<file path="src/rtl/stage_decode.sv">
// Decode stage: IF/ID register, register file, sign extender and early beq/bne resolution.
// Optional write-through read bypass is enabled by defining DECODE_BYPASS_EN.
module stage_decode #(
    parameter int unsigned WIDTH = 32,
    parameter int unsigned NREGS = 32
) (
    input  logic             clk,
    input  logic             reset,
    input  logic [31:0]      instr_F,
    input  logic [31:0]      pcplus4_F,
    input  logic             stall_D,
    input  logic             flush_D,
    input  logic             we_W,
    input  logic [4:0]       wa_W,
    input  logic [WIDTH-1:0] wd_W,
    input  logic             fwd_a_D,
    input  logic             fwd_b_D,
    input  logic [WIDTH-1:0] aluout_M,
    output logic [31:0]      instr_D,
    output logic [31:0]      pcplus4_D,
    output logic             valid_D,
    output logic [WIDTH-1:0] rd1_D,
    output logic [WIDTH-1:0] rd2_D,
    output logic [WIDTH-1:0] signimm_D,
    output logic [4:0]       rs_D,
    output logic [4:0]       rt_D,
    output logic [4:0]       rd_D,
    output logic [WIDTH-1:0] pcbranch,
    output logic             PC_SRC
);

    localparam int unsigned IDX_W     = (NREGS > 1) ? $clog2(NREGS) : 1;
    localparam logic [5:0]  OP_BEQ    = 6'b000100;
    localparam logic [5:0]  OP_BNE    = 6'b000101;
    localparam logic [31:0] NOP_INSTR = 32'h0000_0000;

    logic [WIDTH-1:0] regs [NREGS];
    logic [WIDTH-1:0] op_a;
    logic [WIDTH-1:0] op_b;
    logic             taken;
    logic             wr_en;

    function automatic logic addr_ok(input logic [4:0] a);
        return 32'(a) < NREGS;
    endfunction

    // IF/ID pipeline register: reset > stall > flush/taken branch > load
    always_ff @(posedge clk) begin
        if (reset) begin
            instr_D   <= NOP_INSTR;
            pcplus4_D <= 32'd0;
            valid_D   <= 1'b0;
        end else if (stall_D) begin
            instr_D   <= instr_D;
            pcplus4_D <= pcplus4_D;
            valid_D   <= valid_D;
        end else if (flush_D || PC_SRC) begin
            instr_D   <= NOP_INSTR;
            pcplus4_D <= 32'd0;
            valid_D   <= 1'b0;
        end else begin
            instr_D   <= instr_F;
            pcplus4_D <= pcplus4_F;
            valid_D   <= 1'b1;
        end
    end

    assign wr_en = we_W && (wa_W != 5'd0) && addr_ok(wa_W);

    // Register file; r0 and out-of-range addresses are never written
    always_ff @(posedge clk) begin
        if (reset) begin
            for (int i = 0; i < int'(NREGS); i++) begin
                regs[i] <= '0;
            end
        end else if (wr_en) begin
            regs[IDX_W'(wa_W)] <= wd_W;
        end
    end

    assign rs_D = instr_D[25:21];
    assign rt_D = instr_D[20:16];
    assign rd_D = instr_D[15:11];

    // Combinational reads, optionally bypassing the same-cycle writeback
    always_comb begin
        rd1_D = '0;
        rd2_D = '0;
        if (addr_ok(rs_D)) begin
            rd1_D = regs[IDX_W'(rs_D)];
        end
        if (addr_ok(rt_D)) begin
            rd2_D = regs[IDX_W'(rt_D)];
        end
`ifdef DECODE_BYPASS_EN
        if (we_W && (wa_W != 5'd0) && (wa_W == rs_D)) begin
            rd1_D = wd_W;
        end
        if (we_W && (wa_W != 5'd0) && (wa_W == rt_D)) begin
            rd2_D = wd_W;
        end
`endif
    end

    assign signimm_D = WIDTH'($signed(instr_D[15:0]));
    assign pcbranch  = WIDTH'(pcplus4_D) + (signimm_D << 2);

    assign op_a = fwd_a_D ? aluout_M : rd1_D;
    assign op_b = fwd_b_D ? aluout_M : rd2_D;

    // Early branch resolution; a stalled slot never redirects fetch
    always_comb begin
        taken = 1'b0;
        case (instr_D[31:26])
            OP_BEQ:  taken = (op_a == op_b);
            OP_BNE:  taken = (op_a != op_b);
            default: taken = 1'b0;
        endcase
    end

    assign PC_SRC = taken && valid_D && !stall_D;

endmodule

</file>
<file path="config.mk">
export PLATFORM = sky130hd
export DESIGN_NAME = stage_decode
export DESIGN_NICKNAME = d
export VERILOG_FILES = /design/src/rtl/stage_decode.sv
export SDC_FILE = /design/constraint.sdc
export NUM_CORES = 2
export LEC_CHECK = 0
export ABC_AREA = 0
export CORE_MARGIN = 2
export CORE_UTILIZATION = 40
export CTS_BUF_LIST = sky130_fd_sc_hd__clkbuf_16
export DETAILED_ROUTE_END_ITERATION = 10
export PLACE_DENSITY = 0.68
export SKIP_CTS_REPAIR_TIMING = 1
export SLEW_MARGIN = 10
export SYNTH_ARGS = -nofsm -noshare
export SYNTH_HDL_FRONTEND = slang
export SYNTH_SLANG_ARGS = --single-unit
</file>
<file path="constraint.sdc">
create_clock -name clk -period 9.6 [get_ports clk]
set_input_delay 0.96 -clock clk [delete_from_list [all_inputs] [get_ports clk]]
set_output_delay 0.96 -clock clk [all_outputs]
set_load 0.03 [all_outputs]
</file>
* Word level (Yosys, flattened, before mapping) *
Memories as Yosys holds them, arrays and structs flattened. A register that Yosys moved wholly into a read port is not among the register bits.
Cells that the tools add are included.

word-level totals
  register bits after elaboration = 65
  memory bits (writable) = 1024
  output and inout bits = 209
  word-level logic and storage cells = 34
  memories kept = 1

operators by class
  $add $sub $neg = 1
  equal/unequal tests = 4
  multiplexer cells = 18
  reductions and logical operators = 7

memories
  memory  words  bits a word  rd ports  clocked after memory_dff  write ports  line  RTL
  regs    32     32           2         2                         32           37    logic [WIDTH-1:0] regs [NREGS];

operators with widths
  kind                count
  $mux 32             5
  $add 32x32->32      1
  $eq 32x32->1        1
  $ne 32x32->1        1
  $reduce_or 32->1    1
  $mux 5              5
  $eq 6x3->1 const B  2
  $mux 1              7
  $reduce_bool 5->1   1
  $logic_and 1x1->1   3
  $pmux 1 s2          1
  $logic_not 1->1     1
  $logic_or 1x1->1    1

* Logic depth before layout (Yosys ltp) *
  word-level depth = 9
  depth in mapped cells = 20

* Least setup slack after synthesis *
OpenSTA, ideal clock, no wires.

  path type = reg-to-output
  from = reg (tool-made name)
  to = out PC_SRC
  arrival time = 4.222 ns
  required time = 8.640 ns
  path slack = 4.418 ns
  stages on the path, launching flop included = 15
  buffers on the path = 3
  cell sequence = dfxtp_1 -> buf_2 -> buf_2 -> clkbuf_1 -> nand2_1 -> and3_1 -> nor4_1 -> mux2i_1 -> xnor2_1 -> and4_1 -> nand4_1 -> a31oi_2 -> nand2_1 -> xor2_1 -> nor3_1

RTL lines
  element    line  RTL
  to (decl)  29    output logic PC_SRC

==> run summary <==
The final layout contains 4,671 nets. The top cell types in the final layout, fill and taps aside, are edfxtp_1, and2_1, mux2i_1. Post-synthesis share of cell area spent on xor and xnor gates: 0.0127.

The worst setup path is launched from a flop. Area share of fa/ha/maj cells after synthesis: 0.00640. The share of synthesized flip-flops with an asynchronous set or reset is 0. Input and output buffers added on the ports amount to 348. The number of global-route vias before repair is 40,800.

For the proportion of power drawn by combinational gates, the log shows 0.194. The cell area after layout is 68,700 um^2, and the relative area change from synthesis to final layout is 14.7%. The starting DRC count in detailed routing was 8,031; the filler cell count was 12,900. For the global route total overflow, the log shows 0. Number of H-tree levels: 3. Setup repair after global routing left no endpoint under its margin.

For the finished layout, the period the worst path requires is 8.86 ns. The tree built by TritonCTS fans out to 1,099 sinks. The run finished with clean final reports. Hold timing on the final database bottoms out at a slack of 0.506 ns.

Routability-driven placement finished with a final weighted congestion of 0.960. The run gives 0.463 as the final cell utilization of the core. The complex-gate fraction of the synthesized area works out to 0.0518. In this run, synthesis produced a sequential element count of 1,099. By area the synthesized netlist is led by edfxtp_1, mux4_2, and2_1. The count of endpoints failing setup in the final report is 0, and the total power per unit cell area is 184 nW/um^2.

The proportion of netlist area held by the largest area contributor works out to 0.514. Walking the worst path, the cells encountered are buf_4 > nor2b_1 > a22oi_1 > a31oi_1 > o31ai_1 > xnor2_1 > nand4_1 > nor4_1 > a41oi_1 > a31oi_2 > nand2_1 > xor2_1 > nor3_1 > clkdlybuf4s50_1. The slowest stage of the critical path belongs to the cell xnor2_1.

For the synthesized cell area, the log shows 59,800 um^2. Type of the worst setup path: flop to primary output. After synthesis, the largest family of logic cells by area is multiplexers. For the met3 demand-to-capacity share in global routing, the log shows 0.112. The post-route fraction of the period consumed by the critical path was 0.923. The total count of hold-check failures in the final report is 0. For the max-cap check violation count, the log shows 0. Once placement finished, the instance area stood at 64,900 um^2.

For this design the static power due to leakage is 23.2 nW. The fmax was 113 MHz. The core box area is 148,000 um^2. After technology mapping, the gate count stands at 4,321. Internal power comes to 0.00889 W.

The tree is rooted in a clkbuf_16. The number of distinct library cells after synthesis is 71, and the pin count of the biggest net entering global routing is 99. Clock tree synthesis inserted a total of 120 buffers. The post-detailed-route wirelength per cell is 36.1 um. The sequential power share was 0.452. The fraction of layout instances using a drive strength above 1 was 0.167; the total wirelength of the detailed-routed design was 237,000 um.

The worst hold path cell count was 1; the required time at the endpoint of the critical path was 8.64 ns. The logs give 42 for the initial antenna violation count and 42,700 for the number of vias after detailed routing. The share of synthesized cell area in and, or, nand and nor gates works out to 0.141. The worst setup path is captured at a primary output. 349 I/O pins were placed.

The count of flip-flops with a built-in enable after synthesis works out to 1,024. The proportion of synthesized area in mux cells came out at 0.208. At the pin with the least slew margin, the transition time is 1.23 ns. Sequential cell area fraction in the yosys report: 0.539. For the worst flop-to-flop path, the logic depth is 14.

For the antenna violation net count after detailed routing, the log shows 0. The placed wire-length estimate after detailed placement was 145,000 um; the peak supply drop was 0.148 mV. The run gives 0 as the max-slew violation total from the final report. During synthesis, Yosys emitted a total of 0 warnings. The vertical die dimension is 391 um.

After floorplanning, the core was divided into 141 placement rows. The starting density of the core was 0.404; the clock slew seen by the registers of the worst setup and hold paths was 0.06 ns. For the clock latency on the worst-skew pair, the log shows 0.78 ns. The sum of negative setup slack is 0 ns.

The clock network fraction of design power was 0.355. Commonest non-fill, non-tap cell in the layout: edfxtp_1. The tools report the power spent charging and discharging nets as 0.00372 W. Each instance of the synthesized netlist takes up on average 13.9 um^2.

On the final layout, the worst clock skew is 0.0268 ns. TritonCTS built the clock tree. The largest area contributor in the netlist is edfxtp_1. The final routed DRC violation total is 0. The largest single stage delay on the critical path is 1.02 ns.

Before antenna repair, the detailed router went through 7 iterations. The total power is 0.0126 W, and the maximum buffer depth of the clock tree is 3. The class of the worst hold path is flop to flop.

STA puts the critical path data arrival time at 7.90 ns. The die is 391 um wide. Dominant register cell in the synthesized netlist: edfxtp_1. The fraction of met1 tracks used by global routing was 0.396.

Most crowded layer after global routing: met2. The overall die area is 153,000 um^2, and the first-pass GRT wire length is 323,000 um. The net switching fraction of the power works out to 0.295. The run gives 0.175 as the tightest slew margin relative to the limit.

Using the TritonRoute via totals, the vias-per-cell ratio works out to 6.52. For the overall routing resource usage, the log shows 0.304. The met2 demand-to-capacity share in global routing is 0.453. Of all nets on the critical path, the largest fanout is 35.
## flip-flops by register name, indices dropped and copies added (netlist names), named ones only
signal,flops
regs,1024
pcplus4_D,32
instr_D,32
valid_D,1
## through the flow
stage                     instances  setup slack [ns]
final                          6556             0.736
after global routing           6536             0.644
after CTS                      6530              1.05
after detailed placement       6309              1.92
after global placement         6309              1.93
after floorplan                4352              4.42
## critical path: cells and delay by family, from the launching register on
family | cells | cell delay, ns
DFF | 1 | 0.81
and+or+nand+nor | 5 | 2.29
AOI/OAI and AO/OA | 5 | 1.49
buffers and inverters | 2 | 1.29
xor gates and xnor gates | 2 | 1.22
## layout make-up
type | instances | area (um^2) | area share
inverters | 23 | 87.6 | 0.00128
clock inverters | 99 | 661 | 0.00962
repair buffers | 482 | 4600 | 0.0670
well taps | 1930 | 2410 | 0.0352
multi-input cells | 2775 | 25500 | 0.372
clock buffers | 122 | 3050 | 0.0445
diodes | 26 | 65.1 | 0.000947
flip-flops and latches | 1099 | 32300 | 0.470
## final timing paths
| path | from | endpoint | slack (ns) |
|---|---|---|---|
| worst max-delay path | flop | PC_SRC | 0.74 |
| worst min-delay path | instr_D[28] | instr_D[28] | 0.51 |
| worst max register to register | flop | flop | 2.10 |
| worst min register to register | instr_D[28] | instr_D[28] | 0.51 |
## per-layer routing
| metal | routed length [um] | up-vias |
|---|---|---|
| met1 | 82200 | 21500 |
| li1 | - | 16700 |
| met3 | 38900 | 673 |
| met5 | 52 | - |
| met4 | 12600 | 8 |
| met2 | 103000 | 3881 |
## logic make-up after synthesis
group / count (synthesis)
fa+ha+maj: 30
compound gates: 430
other cells: 1
mux: 778
flops: 1099
xor+xnor: 87
buf+inv: 478
simple gates: 1418
## synth_stat cells, drive strengths merged, types with 3 or more instances
library cell,count
a211oi,8
a21o,14
a21oi,40
a221oi,17
a22o,78
a22oi,125
a31oi,14
a41oi,8
and2,997
and3,8
and3b,5
buf,204
clkbuf,251
dfxtp,75
edfxtp,1024
ha,29
inv,21
mux2,10
mux2i,396
mux4,372
nand2,97
nand2b,6
nand3,71
nand3b,6
nand4,27
nand4b,3
nand4bb,3
nor2,84
nor2b,30
nor3,8
nor3b,3
nor4,16
o211ai,7
o21a,4
o21ai,32
o22ai,62
o31ai,9
or2,38
or3,3
or3b,4
xnor2,66
xor2,21
## power by group through the flow
stage	Sequential (W)	Combinational [W]	Clock, W
after floorplan	0.00573	0.00139	0
after global placement	0.00577	0.00236	0
after detailed placement	0.00579	0.00237	0
after CTS	0.00569	0.00238	0.00447
after global routing	0.00572	0.00248	0.00465
final	0.00570	0.00244	0.00447
(Power assumes the default switching activity.)
